$ cat src/rtl/bfloat_div.sv
`default_nettype none
// ============================================================================
//  Module   : bfloat_div
//  Purpose  : Iterative bfloat16 divider c = a / b. Restoring mantissa
//             division, one quotient bit per cycle, fixed 10-edge latency
//             through start/busy/done. Truncating, denormals flush to zero.
//  Revision : 1.0  initial release
// ============================================================================
module bfloat_div #(
  parameter int          BIAS    = 127,
  parameter logic [15:0] NAN_VAL = 16'h7FC0
) (
  input  logic        clk,
  input  logic        rst,
  input  logic        start,
  input  logic [15:0] a,
  input  logic [15:0] b,
  output logic        busy,
  output logic        done,
  output logic [15:0] c,
  output logic        dz
);

  localparam logic [1:0] S_IDLE = 2'd0;
  localparam logic [1:0] S_PREP = 2'd1;
  localparam logic [1:0] S_ITER = 2'd2;
  localparam logic [1:0] S_PACK = 2'd3;

  logic [1:0]        state_q, state_d;
  logic [15:0]       a_q, a_d, b_q, b_d;
  logic [8:0]        r_q, r_d;
  logic [7:0]        mb_q, mb_d;
  logic signed [9:0] e_q, e_d;
  logic [7:0]        q_q, q_d;
  logic [2:0]        cnt_q, cnt_d;
  logic              sign_q, sign_d;
  logic              spec_q, spec_d;
  logic [15:0]       spec_val_q, spec_val_d;
  logic              spec_dz_q, spec_dz_d;
  logic              busy_q, busy_d, done_q, done_d, dz_q, dz_d;
  logic [15:0]       c_q, c_d;

  // Operand classification and PREP-stage arithmetic on the latched operands
  logic [7:0] ea, eb, ma, mb;
  logic       a_zero, a_inf, a_nan, b_zero, b_inf, b_nan, m_lt;
  logic [9:0] e_prep;

  assign ea     = a_q[14:7];
  assign eb     = b_q[14:7];
  assign ma     = {1'b1, a_q[6:0]};
  assign mb     = {1'b1, b_q[6:0]};
  assign a_zero = (ea == 8'd0);
  assign b_zero = (eb == 8'd0);
  assign a_inf  = (ea == 8'hFF) && (a_q[6:0] == 7'd0);
  assign b_inf  = (eb == 8'hFF) && (b_q[6:0] == 7'd0);
  assign a_nan  = (ea == 8'hFF) && (a_q[6:0] != 7'd0);
  assign b_nan  = (eb == 8'hFF) && (b_q[6:0] != 7'd0);
  assign m_lt   = (ma < mb);
  // Pre-normalise: a smaller dividend mantissa costs one exponent step
  assign e_prep = {2'b00, ea} - {2'b00, eb} + BIAS[9:0] - {9'd0, m_lt};

  // One restoring-division step on the current remainder
  logic [8:0] rem;
  logic       qbit;
  always_comb begin
    qbit = 1'b0;
    rem  = r_q;
    if (r_q >= {1'b0, mb_q}) begin
      qbit = 1'b1;
      rem  = r_q - {1'b0, mb_q};
    end
  end

  // Next-state logic for the FSM and the datapath registers
  always_comb begin
    state_d    = state_q;
    a_d        = a_q;
    b_d        = b_q;
    r_d        = r_q;
    mb_d       = mb_q;
    e_d        = e_q;
    q_d        = q_q;
    cnt_d      = cnt_q;
    sign_d     = sign_q;
    spec_d     = spec_q;
    spec_val_d = spec_val_q;
    spec_dz_d  = spec_dz_q;
    busy_d     = busy_q;
    done_d     = 1'b0;
    c_d        = c_q;
    dz_d       = dz_q;
    case (state_q)
      S_IDLE: begin
        if (start) begin
          a_d     = a;
          b_d     = b;
          busy_d  = 1'b1;
          state_d = S_PREP;
        end
      end
      S_PREP: begin
        sign_d = a_q[15] ^ b_q[15];
        r_d    = m_lt ? {ma, 1'b0} : {1'b0, ma};
        mb_d   = mb;
        e_d    = e_prep;
        q_d    = 8'd0;
        cnt_d  = 3'd7;
        // Special results are resolved here and ride along unchanged
        spec_d     = 1'b1;
        spec_dz_d  = 1'b0;
        spec_val_d = 16'h0000;
        if (a_nan || b_nan || (a_zero && b_zero) || (a_inf && b_inf)) begin
          spec_val_d = NAN_VAL;
        end else if (b_zero) begin
          spec_val_d = {a_q[15] ^ b_q[15], 8'hFF, 7'd0};
          spec_dz_d  = 1'b1;
        end else if (a_inf) begin
          spec_val_d = {a_q[15] ^ b_q[15], 8'hFF, 7'd0};
        end else if (a_zero || b_inf) begin
          spec_val_d = 16'h0000;
        end else begin
          spec_d = 1'b0;
        end
        state_d = S_ITER;
      end
      S_ITER: begin
        q_d   = {q_q[6:0], qbit};
        r_d   = rem << 1;
        cnt_d = cnt_q - 3'd1;
        if (cnt_q == 3'd0) begin
          state_d = S_PACK;
        end
      end
      S_PACK: begin
        busy_d  = 1'b0;
        done_d  = 1'b1;
        dz_d    = 1'b0;
        state_d = S_IDLE;
        if (spec_q) begin
          c_d  = spec_val_q;
          dz_d = spec_dz_q;
        end else if (e_q >= 10'sd255) begin
          c_d = {sign_q, 8'hFF, 7'd0};
        end else if (e_q <= 10'sd0) begin
          c_d = 16'h0000;
        end else begin
          c_d = {sign_q, e_q[7:0], q_q[6:0]};
        end
      end
      default: state_d = S_IDLE;
    endcase
  end

  // Register update with synchronous reset taking priority over start
  always_ff @(posedge clk) begin
    if (rst) begin
      state_q    <= S_IDLE;
      a_q        <= 16'd0;
      b_q        <= 16'd0;
      r_q        <= 9'd0;
      mb_q       <= 8'd0;
      e_q        <= 10'sd0;
      q_q        <= 8'd0;
      cnt_q      <= 3'd0;
      sign_q     <= 1'b0;
      spec_q     <= 1'b0;
      spec_val_q <= 16'd0;
      spec_dz_q  <= 1'b0;
      busy_q     <= 1'b0;
      done_q     <= 1'b0;
      c_q        <= 16'd0;
      dz_q       <= 1'b0;
    end else begin
      state_q    <= state_d;
      a_q        <= a_d;
      b_q        <= b_d;
      r_q        <= r_d;
      mb_q       <= mb_d;
      e_q        <= e_d;
      q_q        <= q_d;
      cnt_q      <= cnt_d;
      sign_q     <= sign_d;
      spec_q     <= spec_d;
      spec_val_q <= spec_val_d;
      spec_dz_q  <= spec_dz_d;
      busy_q     <= busy_d;
      done_q     <= done_d;
      c_q        <= c_d;
      dz_q       <= dz_d;
    end
  end

  assign busy = busy_q;
  assign done = done_q;
  assign c    = c_q;
  assign dz   = dz_q;

endmodule
`default_nettype wire

$ cat config.mk
export PLATFORM = sky130hd
export DESIGN_NAME = bfloat_div
export DESIGN_NICKNAME = d
export VERILOG_FILES = /design/src/rtl/bfloat_div.sv
export SDC_FILE = /design/constraint.sdc
export NUM_CORES = 1
export LEC_CHECK = 0
export ABC_AREA = 1
export CELL_PAD_IN_SITES_DETAIL_PLACEMENT = 1
export CELL_PAD_IN_SITES_GLOBAL_PLACEMENT = 1
export CORE_MARGIN = 4
export CORE_UTILIZATION = 25
export CTS_CLUSTER_SIZE = 28
export DETAILED_ROUTE_END_ITERATION = 12
export GPL_ROUTABILITY_DRIVEN = 0
export PLACE_DENSITY_LB_ADDON = 0.1
export SYNTH_ARGS = -nofsm -noshare
export SYNTH_HDL_FRONTEND = slang
export SYNTH_SLANG_ARGS = --single-unit
$ cat constraint.sdc
create_clock -name clk -period 2.8 [get_ports clk]
set_input_delay 0.56 -clock clk [delete_from_list [all_inputs] [get_ports clk]]
set_output_delay 0.56 -clock clk [all_outputs]
set_load 0.01 [all_outputs]
# After elaboration in Yosys (flattened, before gate mapping)
# Index checks and enable logic that the tools add are counted.
dict set report op_classes {
  add_sub_neg 5
  multipliers 0
  div 0
  n_lt_le_gt_ge 4
  n_eq_ne 7
  n_shift 0
  muxes 25
  bitwise_logic 1
  n_reduce_logical 23
}
# operator count
set op_table {}
lappend op_table {{$mux 16} 6}
lappend op_table {{$pmux 9 s2} 1}
lappend op_table {{$eq 8x8->1 const B} 2}
lappend op_table {{$logic_not 8->1} 2}
lappend op_table {{$logic_not 7->1} 2}
lappend op_table {{$pmux 7 s2} 1}
lappend op_table {{$reduce_bool 7->1} 2}
lappend op_table {{$add 9x8->10 const B} 1}
lappend op_table {{$ge 10x9->1 const B} 1}
lappend op_table {{$le 10x1->1 const B} 1}
lappend op_table {{$mux 1} 10}
lappend op_table {{$sub 10x1->10} 1}
lappend op_table {{$ge 9x8->1} 1}
lappend op_table {{$mux 9} 1}
lappend op_table {{$sub 8x8->9} 1}
lappend op_table {{$lt 8x8->1} 1}
lappend op_table {{$mux 8} 1}
lappend op_table {{$pmux 2 s4} 1}
lappend op_table {{$sub 8x8->8} 1}
lappend op_table {{$logic_and 1x1->1} 6}
lappend op_table {{$pmux 3 s2} 1}
lappend op_table {{$reduce_and 2->1} 3}
lappend op_table {{$eq 2x2->1 const B} 2}
lappend op_table {{$logic_or 1x1->1} 4}
lappend op_table {{9 further kinds} 12}
dict set report word_totals {
  regBits 109
  latchBits 0
  ramBits 0
  mem_bits_ro 0
  inputBits 35
  output_inout_bits 19
  elab_cells 81
  memories 0
}

# Longest topological paths before layout
# Gate-level depths: netlist of run 1.
dict set report depth {
  ltp_word 7
  depth_mapped 18
  ltp_nobuf 18
}

# Worst setup path after synthesis of run 1
# No wires, ideal clock.
dict set report synth_timing {
  path_kind {register to register}
  from {register a_q[7]}
  to {register e_q[8]}
  setup_ps 109
  arrival_ps 2508
  required_time_ps 2691
  path_slack_ps 183
  stages_incl_launch_ff 19
  n_path_buf 0
  period_less_slack_ps 2617
  path_cell_list {dfxtp_1 > inv_1 > ha_1 > inv_1 > fa_1 > a21oi_1 > o21bai_2 > a21oi_1 > o21bai_1 > xor2_1 > inv_1 > ha_1 > nand2_1 > o21ai_0 > a21oi_1 > o21bai_1 > nand3_1 > nand2_1 > inv_1}
}
dict set report synth_between {
  elab_chain_len 3
}
# item line
set synth_rtl {}
lappend synth_rtl {{start: declaration} 30} ;# logic [15:0] a_q, a_d, b_q, b_d;
lappend synth_rtl {{start signal: assignment} 158} ;# a_q <= 16'd0;
lappend synth_rtl {{start signal: assignment} 175} ;# a_q <= a_d;
lappend synth_rtl {{$sub 8x8->9} 60} ;# assign e_prep = {2'b00, ea} - {2'b00, eb} + BIAS[9:0] - {9'd0, m_lt};
lappend synth_rtl {{$add 9x8->10} 60}
lappend synth_rtl {{$sub 10x1->10} 60}
lappend synth_rtl {{end signal: assignment} 162} ;# e_q <= 10'sd0;
lappend synth_rtl {{end signal: assignment} 179} ;# e_q <= e_d;
lappend synth_rtl {{end: declaration} 33} ;# logic signed [9:0] e_q, e_d;
# No other way between the ends.
# A chain may end at the register's enable or synchronous reset.

# Final worst setup path of run 1
dict set report layout_timing {
  from {register a_q[7]}
  to {register e_q[7]}
}
# The elaborated chain is that of the path after synthesis.

==> Implementation_results.wiki, run 1 <==
{| class="wikitable"
! Metric !! Value
|-
| Number of buffers and inverters on the critical path || 5
|-
| Post-route setup TNS || 0 ns
|-
| Proportion of layout cells with a drive suffix above 1 || 10.1%
|-
| Worst VDD drop || 659 µV
|-
| Detailed-placement wirelength estimate || 11.9 mm
|-
| Depth of the most critical reg-to-reg path || 18
|-
| P_sw || 4.51 mW
|-
| Largest buffer count on any clock path || 2
|-
| Final-stage net count || 843
|-
| Largest stage delay, worst path || 0.36 ns
|-
| Most common cell in the synthesized netlist || sky130_fd_sc_hd__nand2_1
|-
| Clock latency reported for the late side of the worst-skew pair || 0.35 ns
|-
| R2R Path End || e_q[7]
|-
| Reg-to-Reg Start || a_q[7]
|-
| Top post-synthesis cells by count || 111 x sky130_fd_sc_hd__nand2_1, 98 x sky130_fd_sc_hd__a21oi_1, 96 x sky130_fd_sc_hd__dfxtp_1
|-
| Ys Warns || 0
|-
| Area share of the leading cell type in the synthesized netlist || 36.9%
|-
| Worst setup SP type || flip-flop
|-
| CTS clk-pin slew, worst paths || 0.07 ns
|-
| Actual slew at the worst max-slew pin || 0.608 ns
|-
| Pwr Density || 1450 nW/µm²
|-
| Sinks on the clock net || 96
|-
| Count of final hold-check violations || 0
|-
| Family with the most delay on the worst path || adder cells
|-
| Max-capacitance violation count || 0
|-
| Total power of the final layout || 9.49 mW
|-
| Data arrival time at the worst-slack endpoint || 2.96 ns
|-
| Peak fanout along the critical path || 5
|-
| Dominant cells by area after synthesis || sky130_fd_sc_hd__dfxtp_1 37%, sky130_fd_sc_hd__a21oi_1 9.4%, sky130_fd_sc_hd__ha_1 8.7%
|-
| Register-to-register path setup slack || 0.07 ns
|-
| Number of pins with negative max-slew slack in the final report || 0
|-
| Number of top-level pins || 54
|-
| Hold Crit Class || reg -> reg
|-
| Vias after detailed routing || 4775
|-
| Crit path to || e_q[7]
|-
| DR iter-0 viols || 239
|-
| # diodes || 0
|-
| Run status || finished clean
|-
| Number of buffers added by the clock tree synthesis step || 9
|-
| Nature of the critical path endpoint || flip-flop
|-
| Final setup violation count || 0
|-
| Die H || 152 µm
|-
| Synthesized area divided by synthesized cell count || 7.28 µm²
|-
| Final core occ || 32.1%
|-
| Clock period minus final worst setup slack || 2.73 ns
|-
| Final worst-path cycle share || 97.7%
|-
| Internal power || 4.98 mW
|-
| CTS Root Cell || sky130_fd_sc_hd__clkbuf_16
|-
| Detailed-route wire length per cell || 14.9 µm
|-
| Rel. slew slack || 59.0%
|-
| GR Overflow Total || 0
|-
| Vias in the first global route || 5189
|-
| Post-detailed-route count of antenna-violating nets || 0
|-
| Crit path kind || reg -> reg
|-
| Post-Place Worst Slack || -0.0949 ns
|-
| Required arrival time at the worst endpoint || 3.02 ns
|-
| Cell with the biggest individual delay on the critical path || sky130_fd_sc_hd__fa_2
|-
| Quantity of I/O buffers inserted on ports || 53
|-
| Leakage || 2.78 nW
|-
| Startpoint of the worst setup timing path || a_q[7]
|-
| Post-synth net total || 788
|-
| Area added between synthesis and finish || 25.6%
|-
| Floorplan die width || 152 µm
|-
| TritonCTS clock tree || yes
|-
| Main synth FF type || sky130_fd_sc_hd__dfxtp_1
|-
| Achievable Freq || 366 MHz
|-
| Gate power share || 65.3%
|-
| Global-route wire length before repair || 26.6 mm
|-
| Antenna violations before repair || 0
|-
| Proportion of power drawn by the clock network || 13.5%
|-
| Ordered list of cells on the worst path || inv_2 > ha_4 > inv_2 > fa_2 > a21oi_2 > o21bai_2 > a21oi_2 > o21bai_1 > xor2_1 > inv_1 > ha_4 > nand2_2 > inv_2 > nand4_1 > nand3_2 > buf_4 > o21ai_0 > a21oi_1
|-
| Largest net degree at the start of global routing || 56
|-
| Switch share || 47.5%
|-
| Post-synth ARST share || 0%
|-
| Layout Skew || 0.00379 ns
|-
| Library cell with the largest summed area after synthesis || sky130_fd_sc_hd__dfxtp_1
|-
| Initial Util || 25.5%
|-
| Number of enable flip-flop cells after synthesis || 0
|-
| Portion of total power attributed to sequential cells || 21.1%
|-
| Area of the die || 23200 µm²
|-
| Final worst-path setup slack || 0.0652 ns
|-
| Level count of the clock H-tree || 3
|-
| DR pass1 iterations || 4
|-
| Number of remaining DRC errors || 0
|-
| Area of the core region || 20400 µm²
|-
| Total number of cells along the worst setup path || 18
|-
| Post-Synthesis Cells || 714
|-
| Register bit total from synthesis || 96
|-
| Critical path's most frequent cell || sky130_fd_sc_hd__inv_2
|-
| Number of cell rows || 52
|-
| Via/cell ratio || 4.57
|-
| Total global routing track utilization || 13.7%
|-
| RSZ-0062 raised after global routing || yes
|-
| Portion of the post-synthesis area used by sequential elements || 36.9%
|-
| Synth cell types || 45
|-
| Synthesized cell area || 5200 µm²
|-
| Routed wire length || 15.5 mm
|}
-- cell usage in the layout, fill, tap and decap left out, drive strengths merged, types with 2 or more instances in the layout --
| cell type | Yosys | layout |
|---|---|---|
| xnor2 | 5 | 5 |
| nand3b | 5 | 5 |
| nand3 | 58 | 58 |
| a21oi | 101 | 101 |
| clkdlybuf4s50 | 0 | 53 |
| and3 | 3 | 3 |
| clkinv | 3 | 3 |
| buf | 3 | 17 |
| o21bai | 4 | 4 |
| dfxtp | 96 | 96 |
| nand4 | 12 | 12 |
| nor2 | 53 | 53 |
| nand2 | 117 | 117 |
| o31ai | 2 | 2 |
| nor3 | 5 | 5 |
| xor2 | 7 | 7 |
| fa | 3 | 3 |
| a21o | 2 | 2 |
| ha | 36 | 36 |
| inv | 96 | 96 |
| o21ai | 68 | 68 |
| clkbuf | 23 | 14 |
| or2 | 3 | 3 |
| o211ai | 2 | 2 |
| a221oi | 3 | 3 |
-- stage by stage --
stage | cell area, µm² | hold slack, ns | cells
global placement | 6090 | 0.433 | 1023
CTS | 6420 | 0.460 | 1040
global route | 6530 | 0.501 | 1044
floorplan | 5200 | 0.422 | 714
finish | 6530 | 0.462 | 1044
detailed placement | 6090 | 0.449 | 1023
-- power groups by stage --
stage	Clock (mW)	Combinational [mW]	Sequential [mW]
2_1_floorplan	0	4.12	1.96
3_3_place_gp	0	5.46	2.01
3_5_place_dp	0	5.62	2.04
4_1_cts	1.33	5.82	2.01
5_1_grt	1.38	7.09	2.06
6_report	1.29	6.20	2.01
-- how the worst min path moves through the flow --
stage | from | cells after the start | to
4_1_cts | cnt_q[0] | 1 | cnt_q[0]
2_1_floorplan | cnt_q[0] | 1 | cnt_q[0]
5_1_grt | cnt_q[0] | 1 | cnt_q[0]
6_report | cnt_q[0] | 1 | cnt_q[0]
3_5_place_dp | cnt_q[0] | 1 | cnt_q[0]
3_3_place_gp | cnt_q[0] | 1 | cnt_q[0]
-- cell type report --
cell class | count | area [µm²]
clock buffers | 14 | 264
clock inverters | 2 | 37.5
fillers | 2491 | 13800
inverters | 99 | 373
multi-input cells | 493 | 2910
flip-flops and latches | 96 | 1930
well taps | 270 | 338
repair buffers | 70 | 683
-- per-layer routing --
metal	up-vias	GRT usage (%)	routed length (µm)
met5	-	0	0
met4	0	3.85	246
met3	19	2.67	532
met2	78	21.5	6760
met1	2206	19.3	7960
li1	2472	-	-
-- registers in the layout (all words and copies together), names as in the netlist --
register,count
cnt_q,3
r_q,9
dz,1
a_q,16
spec_val_q,3
sign_q,1
state_q,2
spec_q,1
busy,1
spec_dz_q,1
e_q,10
c,16
b_q,16
done,1
q_q,7
mb_q,8
-- worst register-to-register path, delay by kind of cell (launching register included) --
family                     cells  cell delay, ns
buffers and inverters          5            0.39
and+or+nand+nor                3            0.25
DFF                            1            0.33
adders and majority gates      3            0.73
AOI/OAI and AO/OA              6            0.72
xor gates and xnor gates       1            0.20
-- cells by family (layout without fill, tap and decap cells) --
group                    after synthesis  count (layout)  share of synthesized area (%)
buffers and inverters                125             185                           9.07
AO/OA/AOI/OAI                        185             185                           19.1
AND/OR/NAND/NOR                      257             257                           23.1
flip-flops                            96              96                           36.9
adder cells (fa/ha/maj)               39              39                           9.81
XOR/XNOR                              12              12                           2.02
-- what timing repair did --
action | in CTS | in global routing
gates resized for setup | 4 | 26
endpoints found under the setup margin | 3 | 5
buffers inserted | 1 | 4
hold endpoints to repair | 0 | 0
pin swaps | 2 | 15
hold buffers | 0 | 0
Power figures use the tool's default switching activity.
==> run 2: changes to the inputs <==
clock period = 3.45 ns   (was 2.8 ns; I/O delays follow)
==> run 2 against run 1 <==
  * Sequential share of layout area rose by 1.1 points
  * Flip-flop and latch count did not move
  * Via count fell by 0.84%
  * Clock power fell by 27%
  * Core utilization fell by 1.3 points
  * Count of clock-buffer cells in the layout fell by 1
  * Final cell count fell by 1.1%
  * Maximum frequency fell by 7.0%
  * Non-clock buffer count fell by 12
  * Combinational power fell by 29%
  * Sequential power fell by 19%
  * Clock skew rose by 0.0014 ns
  * Highest routed layer unchanged
==> Implementation_results.wiki, run 2 (same netlist as run 1, synthesis figures left out) <==
{| class="wikitable"
! Metric !! Value
|-
| Number of remaining DRC errors || 0
|-
| DR pass1 iterations || 4
|-
| Data arrival time at the worst-slack endpoint || 3.19 ns
|-
| Post-detailed-route count of antenna-violating nets || 0
|-
| Routed wire length || 15.4 mm
|-
| CTS Root Cell || sky130_fd_sc_hd__clkbuf_16
|-
| Detailed-route wire length per cell || 14.9 µm
|-
| Post-route setup TNS || 0 ns
|-
| Total global routing track utilization || 13.7%
|-
| Peak fanout along the critical path || 5
|-
| Required arrival time at the worst endpoint || 3.70 ns
|-
| Crit path kind || reg -> reg
|-
| Register-to-register path setup slack || 0.51 ns
|-
| # diodes || 0
|-
| Depth of the most critical reg-to-reg path || 18
|-
| Crit path to || e_q[8]
|-
| Internal power || 3.54 mW
|-
| Actual slew at the worst max-slew pin || 0.645 ns
|-
| Achievable Freq || 340 MHz
|-
| Area of the core region || 20400 µm²
|-
| Hold Crit Class || reg -> reg
|-
| # Post-CTS Setup Buffers || 0
|-
| Portion of total power attributed to sequential cells || 23.4%
|-
| Detailed-placement wirelength estimate || 11.9 mm
|-
| Area added between synthesis and finish || 20.7%
|-
| Number of cell rows || 52
|-
| Gate power share || 63.2%
|-
| Switch share || 49.1%
|-
| Worst setup SP type || flip-flop
|-
| Rel. slew slack || 56.9%
|-
| Max-capacitance violation count || 0
|-
| DR iter-0 viols || 166
|-
| Commonest non-fill, non-tap cells in the layout || 111 x sky130_fd_sc_hd__nand2_1, 98 x sky130_fd_sc_hd__a21oi_1, 96 x sky130_fd_sc_hd__dfxtp_1
|-
| Level count of the clock H-tree || 3
|-
| Layout Skew || 0.00519 ns
|-
| R2R Path End || e_q[8]
|-
| Vias in the first global route || 5026
|-
| TritonCTS clock tree || yes
|-
| P_sw || 3.42 mW
|-
| Number of top-level pins || 54
|-
| Detailed route wirelength on metal2 || 6.69 mm
|-
| Count of final hold-check violations || 0
|-
| Resize count post-CTS || 0
|-
| Pwr Density || 1110 nW/µm²
|-
| Met1 layer wirelength in the final routing || 8.09 mm
|-
| Startpoint of the worst setup timing path || a_q[7]
|-
| RSZ-0062 raised after global routing || no
|-
| Quantity of I/O buffers inserted on ports || 53
|-
| Sinks on the clock net || 96
|-
| Leakage || 2.69 nW
|-
| Largest buffer count on any clock path || 2
|-
| GR Overflow Total || 0
|-
| Clock period minus final worst setup slack || 2.94 ns
|-
| Run status || finished clean
|-
| Via/cell ratio || 4.59
|-
| Instance area after placement || 6010 µm²
|-
| Reg-to-Reg Start || a_q[7]
|-
| Final-stage net count || 831
|-
| Final worst-path cycle share || 85.3%
|-
| Proportion of layout cells with a drive suffix above 1 || 5.12%
|-
| Count of fill cells added during filler insertion || 2485
|-
| Largest net degree at the start of global routing || 52
|-
| Global-route wire length before repair || 26.3 mm
|-
| Vias after detailed routing || 4735
|-
| Area of the die || 23200 µm²
|-
| Clock latency reported for the late side of the worst-skew pair || 0.35 ns
|-
| Final instance area || 6280 µm²
|-
| Topmost layer with routed signal wires || met4
|-
| Initial Util || 25.5%
|-
| Met3 wire length || 362 µm
|-
| Most common cell after layout, fill and taps aside || sky130_fd_sc_hd__nand2_1
|-
| CTS clk-pin slew, worst paths || 0.07 ns
|-
| Proportion of power drawn by the clock network || 13.5%
|-
| Floorplan die width || 152 µm
|-
| Nature of the critical path endpoint || flip-flop
|-
| Number of buffers added by the clock tree synthesis step || 9
|-
| Worst VDD drop || 327 µV
|-
| Antenna violations before repair || 0
|-
| Final setup violation count || 0
|-
| Die H || 152 µm
|-
| Number of pins with negative max-slew slack in the final report || 0
|-
| CTS hold repair buffers || 0
|}
## run 2: changes by cell type in the layout (fill, tap and decap cells not counted), moves of 4 or more
cell and delta:
sky130_fd_sc_hd__a21oi_1 +9, sky130_fd_sc_hd__a21oi_2 -9, sky130_fd_sc_hd__buf_4 -10, sky130_fd_sc_hd__ha_1 +4
## run 2: stage by stage
| stage | worst slack (ns) | hold WS, ns | instances | utilization [%] | power (mW) |
|---|---|---|---|---|---|
| 6_report | 0.508 | 0.468 | 1032 | 30.8 | 6.96 |
| 3_3_place_gp | 0.620 | 0.440 | 1016 | 29.5 | 5.96 |
| 2_1_floorplan | 0.833 | 0.422 | 714 | - | 4.93 |
| 3_5_place_dp | 0.489 | 0.458 | 1016 | 29.5 | 6.10 |
| 4_1_cts | 0.467 | 0.470 | 1032 | 30.8 | 7.09 |
| 5_1_grt | 0.190 | 0.488 | 1032 | 30.8 | 7.79 |
## run 2: critical path, cell delays in order (launching register included)
cell                       delay [ns]
sky130_fd_sc_hd__dfxtp_1         0.32
sky130_fd_sc_hd__inv_1           0.08
sky130_fd_sc_hd__ha_1            0.14
sky130_fd_sc_hd__inv_1           0.06
sky130_fd_sc_hd__fa_1            0.40
sky130_fd_sc_hd__a21oi_1         0.20
sky130_fd_sc_hd__o21bai_2        0.10
sky130_fd_sc_hd__a21oi_1         0.15
sky130_fd_sc_hd__o21bai_1        0.09
sky130_fd_sc_hd__xor2_1          0.19
sky130_fd_sc_hd__inv_1           0.07
sky130_fd_sc_hd__ha_1            0.35
sky130_fd_sc_hd__nand2_1         0.11
sky130_fd_sc_hd__o21ai_0         0.09
sky130_fd_sc_hd__a21oi_1         0.17
sky130_fd_sc_hd__o21bai_1        0.13
sky130_fd_sc_hd__nand3_1         0.08
sky130_fd_sc_hd__nand2_1         0.06
sky130_fd_sc_hd__inv_1           0.04
## run 2: final cells by class
class                   count  area (µm²)  area share (%)
clock buffers              13         250            3.99
repair buffers             58         568            9.05
multi-input cells         493        2810            44.7
inverters                  99         373            5.94
clock inverters             3        17.5           0.279
flip-flops and latches     96        1920            30.6
well taps                 270         338            5.38
## run 2: how the worst min path moves through the flow
stage	start	to	slack (ns)	depth (start not counted)
after detailed placement	spec_val_q[15]	spec_val_q[15]	0.46	2
after CTS	spec_val_q[15]	spec_val_q[15]	0.47	2
final	spec_val_q[15]	spec_val_q[15]	0.47	2
after global routing	spec_val_q[15]	spec_val_q[15]	0.49	2
after global placement	cnt_q[0]	cnt_q[0]	0.44	1
after floorplan	cnt_q[0]	cnt_q[0]	0.42	1
## run 2: routing by layer
layer  up-vias  track usage, %
met3        13            1.85
met2        66            21.6
li1       2445               -
met5         -               0
met1      2211            19.6
met4         0            4.24
## run 2: power by group through the flow
stage | combinational [mW] | clock [mW] | sequential [mW]
final | 4.40 | 0.938 | 1.63
after CTS | 4.48 | 0.981 | 1.63
after global routing | 5.10 | 1.02 | 1.67
after floorplan | 3.34 | 0 | 1.59
after global placement | 4.32 | 0 | 1.64
after detailed placement | 4.45 | 0 | 1.65
==> run 3: changes to the inputs <==
SKIP_CTS_REPAIR_TIMING = 1   (was default)
==> results of run 3 <==
No change in the layout: final DEF, timing and power equal those of run 2.
